===== config.mk =====
export PLATFORM = sky130hd
export DESIGN_NAME = lru_assoc_table
export DESIGN_NICKNAME = d
export VERILOG_FILES = /design/src/rtl/lru_assoc_table.sv
export SDC_FILE = /design/constraint.sdc
export NUM_CORES = 1
export LEC_CHECK = 0
export CORE_UTILIZATION = 40
export CTS_BUF_LIST = sky130_fd_sc_hd__clkbuf_8
export DETAILED_ROUTE_END_ITERATION = 7
export DONT_BUFFER_PORTS = 1
export HOLD_SLACK_MARGIN = 0.05
export PLACE_DENSITY = 0.61
export SLEW_MARGIN = 10
export SYNTH_ARGS = -nofsm -noshare
export SYNTH_HDL_FRONTEND = slang
export SYNTH_SLANG_ARGS = --single-unit

===== constraint.sdc =====
create_clock -name clk -period 6 [get_ports clk]
set_input_delay 1.2 -clock clk [delete_from_list [all_inputs] [get_ports clk]]
set_output_delay 1.2 -clock clk [all_outputs]
set_load 0.02 [all_outputs]

===== src/rtl/lru_assoc_table.sv =====
// Fully-associative key->value table with true-LRU replacement, valid bits,
// MRU promotion on touched read hits, invalidate, flush, occupancy and eviction report.
module lru_assoc_table #(
    parameter int unsigned KEY_WIDTH = 16,
    parameter int unsigned VAL_WIDTH = 16,
    parameter int unsigned DEPTH     = 8
) (
    input  logic                      clk,
    input  logic                      reset_n,
    input  logic                      write,
    input  logic [KEY_WIDTH-1:0]      write_key,
    input  logic [VAL_WIDTH-1:0]      write_val,
    input  logic                      invalidate,
    input  logic [KEY_WIDTH-1:0]      inv_key,
    input  logic                      flush,
    input  logic [KEY_WIDTH-1:0]      read_key,
    input  logic                      read_touch,
    output logic [VAL_WIDTH-1:0]      read_val,
    output logic                      read_valid,
    output logic [$clog2(DEPTH):0]    count,
    output logic                      evict_valid,
    output logic [KEY_WIDTH-1:0]      evict_key,
    output logic [VAL_WIDTH-1:0]      evict_val
);

    localparam int unsigned AW = $clog2(DEPTH);
    localparam int unsigned CW = AW + 1;

    logic [DEPTH-1:0]     valid_q, valid_d;
    logic [KEY_WIDTH-1:0] key_q [DEPTH];
    logic [KEY_WIDTH-1:0] key_d [DEPTH];
    logic [VAL_WIDTH-1:0] val_q [DEPTH];
    logic [VAL_WIDTH-1:0] val_d [DEPTH];
    logic [AW-1:0]        age_q [DEPTH];
    logic [AW-1:0]        age_d [DEPTH];
    logic [CW-1:0]        count_q, count_d;
    logic                 evict_valid_q, evict_valid_d;
    logic [KEY_WIDTH-1:0] evict_key_q, evict_key_d;
    logic [VAL_WIDTH-1:0] evict_val_q, evict_val_d;

    logic          rd_hit, wr_hit, inv_hit, free_any;
    logic [AW-1:0] rd_idx, wr_idx, inv_idx, free_idx, lru_idx;
    logic          promote, demote;
    logic [AW-1:0] tgt;

    // Match search over registered state only; valid bits guarantee a unique hit.
    always_comb begin
        rd_hit   = 1'b0;
        wr_hit   = 1'b0;
        inv_hit  = 1'b0;
        free_any = 1'b0;
        rd_idx   = '0;
        wr_idx   = '0;
        inv_idx  = '0;
        free_idx = '0;
        lru_idx  = '0;
        for (int i = 0; i < DEPTH; i++) begin
            if (valid_q[i] && key_q[i] == read_key) begin
                rd_hit = 1'b1;
                rd_idx = AW'(i);
            end
            if (valid_q[i] && key_q[i] == write_key) begin
                wr_hit = 1'b1;
                wr_idx = AW'(i);
            end
            if (valid_q[i] && key_q[i] == inv_key) begin
                inv_hit = 1'b1;
                inv_idx = AW'(i);
            end
            if (!valid_q[i] && !free_any) begin
                free_any = 1'b1;
                free_idx = AW'(i);
            end
            if (age_q[i] == AW'(DEPTH - 1)) begin
                lru_idx = AW'(i);
            end
        end
    end

    assign read_valid = rd_hit;
    assign read_val   = rd_hit ? val_q[rd_idx] : '0;

    // One operation per cycle: flush > write > invalidate > touch.
    always_comb begin
        valid_d       = valid_q;
        key_d         = key_q;
        val_d         = val_q;
        age_d         = age_q;
        count_d       = count_q;
        evict_valid_d = 1'b0;
        evict_key_d   = evict_key_q;
        evict_val_d   = evict_val_q;
        promote       = 1'b0;
        demote        = 1'b0;
        tgt           = '0;

        if (flush) begin
            valid_d = '0;
            count_d = '0;
            for (int i = 0; i < DEPTH; i++) begin
                age_d[i] = AW'(i);
            end
        end else if (write) begin
            promote = 1'b1;
            if (wr_hit) begin
                tgt        = wr_idx;
                val_d[tgt] = write_val;
            end else begin
                if (free_any) begin
                    tgt     = free_idx;
                    count_d = count_q + CW'(1);
                end else begin
                    tgt           = lru_idx;
                    evict_valid_d = 1'b1;
                    evict_key_d   = key_q[tgt];
                    evict_val_d   = val_q[tgt];
                end
                valid_d[tgt] = 1'b1;
                key_d[tgt]   = write_key;
                val_d[tgt]   = write_val;
            end
        end else if (invalidate && inv_hit) begin
            demote       = 1'b1;
            tgt          = inv_idx;
            valid_d[tgt] = 1'b0;
            count_d      = count_q - CW'(1);
        end else if (read_touch && rd_hit) begin
            promote = 1'b1;
            tgt     = rd_idx;
        end

        // Age updates keep the ages a permutation of 0..DEPTH-1.
        if (promote) begin
            for (int i = 0; i < DEPTH; i++) begin
                if (age_q[i] < age_q[tgt]) begin
                    age_d[i] = age_q[i] + AW'(1);
                end
            end
            age_d[tgt] = '0;
        end else if (demote) begin
            for (int i = 0; i < DEPTH; i++) begin
                if (age_q[i] > age_q[tgt]) begin
                    age_d[i] = age_q[i] - AW'(1);
                end
            end
            age_d[tgt] = AW'(DEPTH - 1);
        end
    end

    always_ff @(posedge clk or negedge reset_n) begin
        if (!reset_n) begin
            valid_q       <= '0;
            count_q       <= '0;
            evict_valid_q <= 1'b0;
            evict_key_q   <= '0;
            evict_val_q   <= '0;
            for (int i = 0; i < DEPTH; i++) begin
                age_q[i] <= AW'(i);
            end
        end else begin
            valid_q       <= valid_d;
            count_q       <= count_d;
            evict_valid_q <= evict_valid_d;
            evict_key_q   <= evict_key_d;
            evict_val_q   <= evict_val_d;
            age_q         <= age_d;
        end
    end

    // Payload storage carries no reset; valid bits qualify it.
    always_ff @(posedge clk) begin
        key_q <= key_d;
        val_q <= val_d;
    end

    assign count       = count_q;
    assign evict_valid = evict_valid_q;
    assign evict_key   = evict_key_q;
    assign evict_val   = evict_val_q;

endmodule


==> results.rst <==
.. list-table::
   :header-rows: 1

   * - Metric
     - Value
   * - Run status
     - completed
   * - Number of violations of the max-capacitance limit
     - 0
   * - Worst path arrival time
     - 4.70 ns
   * - Maximum number of pins on one net before global-route repair
     - 75
   * - Portion of the post-synthesis area used by sequential elements
     - 40.1%
   * - Final sum of negative setup slack
     - 0 ns
   * - Antenna violations before repair
     - 2
   * - Vias in the first global route
     - just over 20,000
   * - Critical Path Start Type
     - flip-flop
   * - Nets in the synthesized netlist
     - 2,660
   * - Via count
     - 21,700
   * - Reg-to-reg endpoint
     - age_q[17]$_DFF_PN0_
   * - Count of unresolved DRC violations after routing
     - 0
   * - Post-layout min period
     - between 5 and 6 ns
   * - DP HPWL
     - 73,400 µm
   * - Fraction of layout cells with a size suffix above 1
     - 14.1%
   * - Drt total wl
     - 101,000 µm
   * - Crit path largest cell delay
     - around 0.57 ns
   * - Number of iterations in the first detailed-routing pass
     - 6
   * - Most common cell after layout, fill and taps aside
     - nand2_1
   * - Wire length of the first global-routing pass
     - 144,000 µm
   * - Least-Margin Pin Slew
     - between 1 and 1.5 ns
   * - Initial Util
     - 40.6%
   * - Hold bufs inserted after CTS
     - 0
   * - Post-synth top area share
     - 32.7%
   * - Highest achievable clock rate
     - 169 MHz
   * - Static leakage
     - roughly 0.0097 µW
   * - Total gr overflow
     - 0
   * - Number of failing hold endpoints at the final stage
     - 0
   * - Count of pins over their slew limit
     - 0
   * - Floorplan die height
     - 245 µm
   * - Area occupied by multi-input gates
     - approximately 13,000 µm²
   * - Total of buffers placed on input and output ports
     - 0
   * - Number of ports placed on the die boundary
     - 124
   * - Worst path slowest cell
     - edfxtp_1
   * - Total die area
     - 59,800 µm²
   * - Synth Cell Area
     - 23,500 µm²
   * - Post-route antenna net violation count
     - 0
   * - Critical path class
     - reg -> out
   * - CTS Root Cell
     - clkbuf_8
   * - Longest Clk Path Bufs
     - 3
   * - Layout Utilization
     - 46.2%
   * - Area inside the core boundary
     - between 50,000 and 60,000 µm²
   * - Worst ir drop on vdd
     - 161 µV
   * - CTS tree
     - yes
   * - Std cell rows
     - 88
   * - Layout-stage area growth over the synthesis result
     - 13.6%
   * - Worst R2R Setup Slack
     - 0.32 ns
   * - Top area cells in the synthesized netlist
     - edfxtp_1 33%, xnor2_1 7.3%, xor2_1 7.3%, nand2_1 6.2%, dfrtp_1 6.1%
   * - Gpl congestion
     - 1.07
   * - Final Cycle Share
     - a little over nine tenths
   * - Ys async rst share
     - 21.2%
   * - Top library cells by usage in the layout, fill and taps aside
     - 391 x nand2_1, 256 x edfxtp_1, 196 x xnor2_1, 196 x xor2_1, 189 x buf_4
   * - Reg area
     - 9430 µm²
   * - Max FO, Critical Path
     - 18
   * - Power consumption
     - 5880 µW
   * - Die boundary width
     - about 240 µm
   * - Yosys reg bits
     - 325
   * - Final setup fails
     - 0
   * - Num CTS Buffers
     - 59
   * - Synthesized area per cell
     - between 9 and 10 µm²
   * - Rel. slew slack
     - 18.8%
   * - WHS
     - 0.203 ns
   * - Netlist cell types
     - 92
   * - Total Nets Final
     - 2,761
   * - Biggest area consumer among synthesized cells
     - edfxtp_1
   * - Worst setup timing slack at the placement stage
     - -0.355 ns
   * - CTS clk-pin slew, worst paths
     - roughly 0.080 ns
   * - Worst Reg2Reg Path Length in Cells
     - 22
   * - Clock latency reported for the late side of the worst-skew pair
     - approximately 0.70 ns
   * - Number of flops mapped to enable cells by yosys
     - approximately 260
   * - Data required time at the worst endpoint
     - 4.80 ns
   * - CP cell instances
     - xor2_1 -> or4_1 -> nor2_1 -> nor4b_2 -> a2bb2oi_1 -> a41oi_1 -> a41oi_1 -> o2bb2ai_4 -> buf_12 -> buf_12 -> mux2_2 -> a21oi_1 -> o22ai_1 -> buf_4
   * - Number of design-rule violations left by the first detailed-router iteration
     - roughly 2,900
   * - Count of filler cells inserted in the layout
     - 5,561
   * - Yosys warning count
     - 0
   * - Setup slack after layout
     - 0.100 ns
   * - Cell Pwr Density
     - 220 nW/µm²
   * - Total number of H-tree levels
     - 2
   * - Clock Sinks
     - 325
   * - Per-cell via count in the routed design
     - 6.26
   * - GR Util All Layers
     - 33.1%
   * - Worst hold-check path type
     - in -> async
   * - Synthesized instance count
     - 2,548
   * - Primary FF master, synth
     - edfxtp_1
   * - Critical path endpoint category
     - output port
   * - Worst R2R Start
     - key_q[48]$_DFFE_PP_
   * - Average detailed-routed wire length per instance
     - around 29 µm
   * - Largest clock skew in the final design
     - approximately 0.034 ns
## layer usage
layer / wire length [µm] / GRT usage (%) / up-vias
li1: - / - / 9442
met4: 3200 / 9.67 / 0
met1: 42300 / 45.9 / 10700
met2: 43500 / 49.9 / 1364
met5: 0 / 0 / -
met3: 11900 / 9.51 / 193
## synthesized netlist by cell type (7+ instances only)
master,n
nand2_1,391
edfxtp_1,256
xnor2_1,196
xor2_1,196
nor2_1,136
nand3_1,108
clkbuf_1,93
nor2b_1,85
nand4_1,73
a21oi_1,72
and3_1,65
nor4_1,65
o21ai_0,58
dfrtp_1,57
mux2i_1,55
buf_2,46
inv_1,45
nor3_1,43
a31oi_1,41
ha_1,41
o22ai_1,40
and2_1,39
a311oi_1,34
mux2_2,32
or4_1,21
nor4b_1,14
nand2b_1,13
and4_1,12
dfstp_2,12
nor3b_1,12
buf_1,11
a211oi_1,10
maj3_1,10
o211ai_1,10
o21ai_1,10
a21oi_2,9
nand4b_1,9
nor4bb_1,9
a21o_1,7
o31ai_1,7
or2_2,7
## stage by stage
stage	instance area, µm²	instances
final	26700	3465
after detailed placement	25500	3348
after CTS	26700	3460
after floorplan	23500	2548
after global routing	26700	3464
after global placement	25500	3348
## worst max-delay path: cells and delay by family, from the launching register on
kind            cells  cell delay, ns
buf+inv             3            0.63
mux                 1            0.35
flops               1            0.57
xor+xnor            1            0.28
compound gates      6            1.17
simple gates        3            0.98
## final cells by class
class	count	share of cell area, %
clock inverters	47	1.32
diodes	1	0.00936
clock buffers	64	3.29
inverters	45	0.632
well taps	765	3.58
multi-input cells	2024	50.2
flip-flops and latches	325	35.3
repair buffers	194	5.68
## power breakdown
| group | total (µW) | switching, µW | internal (µW) |
|---|---|---|---|
| sequential | 2540 | 65.7 | 2470 |
| combinational | 1110 | 714 | 396 |
| clock | 2240 | 1030 | 1210 |
| total | 5880 | 1810 | 4070 |
## worst max path at each step
stage,start,endpoint,depth (start not counted)
floorplan,inv_key[12],age_q[13]$_DFF_PN1_,19
global route,key_q[98]$_DFFE_PP_,read_val[0],14
CTS,key_q[108]$_DFFE_PP_,read_val[10],14
finish,key_q[98]$_DFFE_PP_,read_val[0],14
detailed placement,write_key[6],age_q[17]$_DFF_PN0_,22
global placement,write_key[6],age_q[14]$_DFF_PN0_,21
## kinds of logic (layout without fill, tap and decap cells)
family,after synthesis,in the layout,synth area share (%)
other,0,1,0
AND/OR/NAND/NOR,1132,1132,24.8
AO/OA/AOI/OAI,357,357,10.2
XOR/XNOR,393,393,14.7
multiplexers,88,88,3.92
adder cells (fa/ha/maj),54,54,2.79
buffers and inverters,199,350,3.54
flip-flops,325,325,40.1
## flip-flops by register name (all words and copies together), names as in the netlist
register / count
valid_q: 8
val_q: 128
evict_key: 16
evict_valid: 1
key_q: 128
age_q: 24
evict_val: 16
count: 4
## repair_timing
| item | 4_1_cts | 5_1_grt |
|---|---|---|
| endpoints found under the hold margin | 0 | 0 |
| buffers inserted | 1 | 4 |
| endpoints found under the setup margin | 2 | 15 |
| resized for setup | 0 | 1 |
Note: power is estimated with default switching activity, not from simulation.
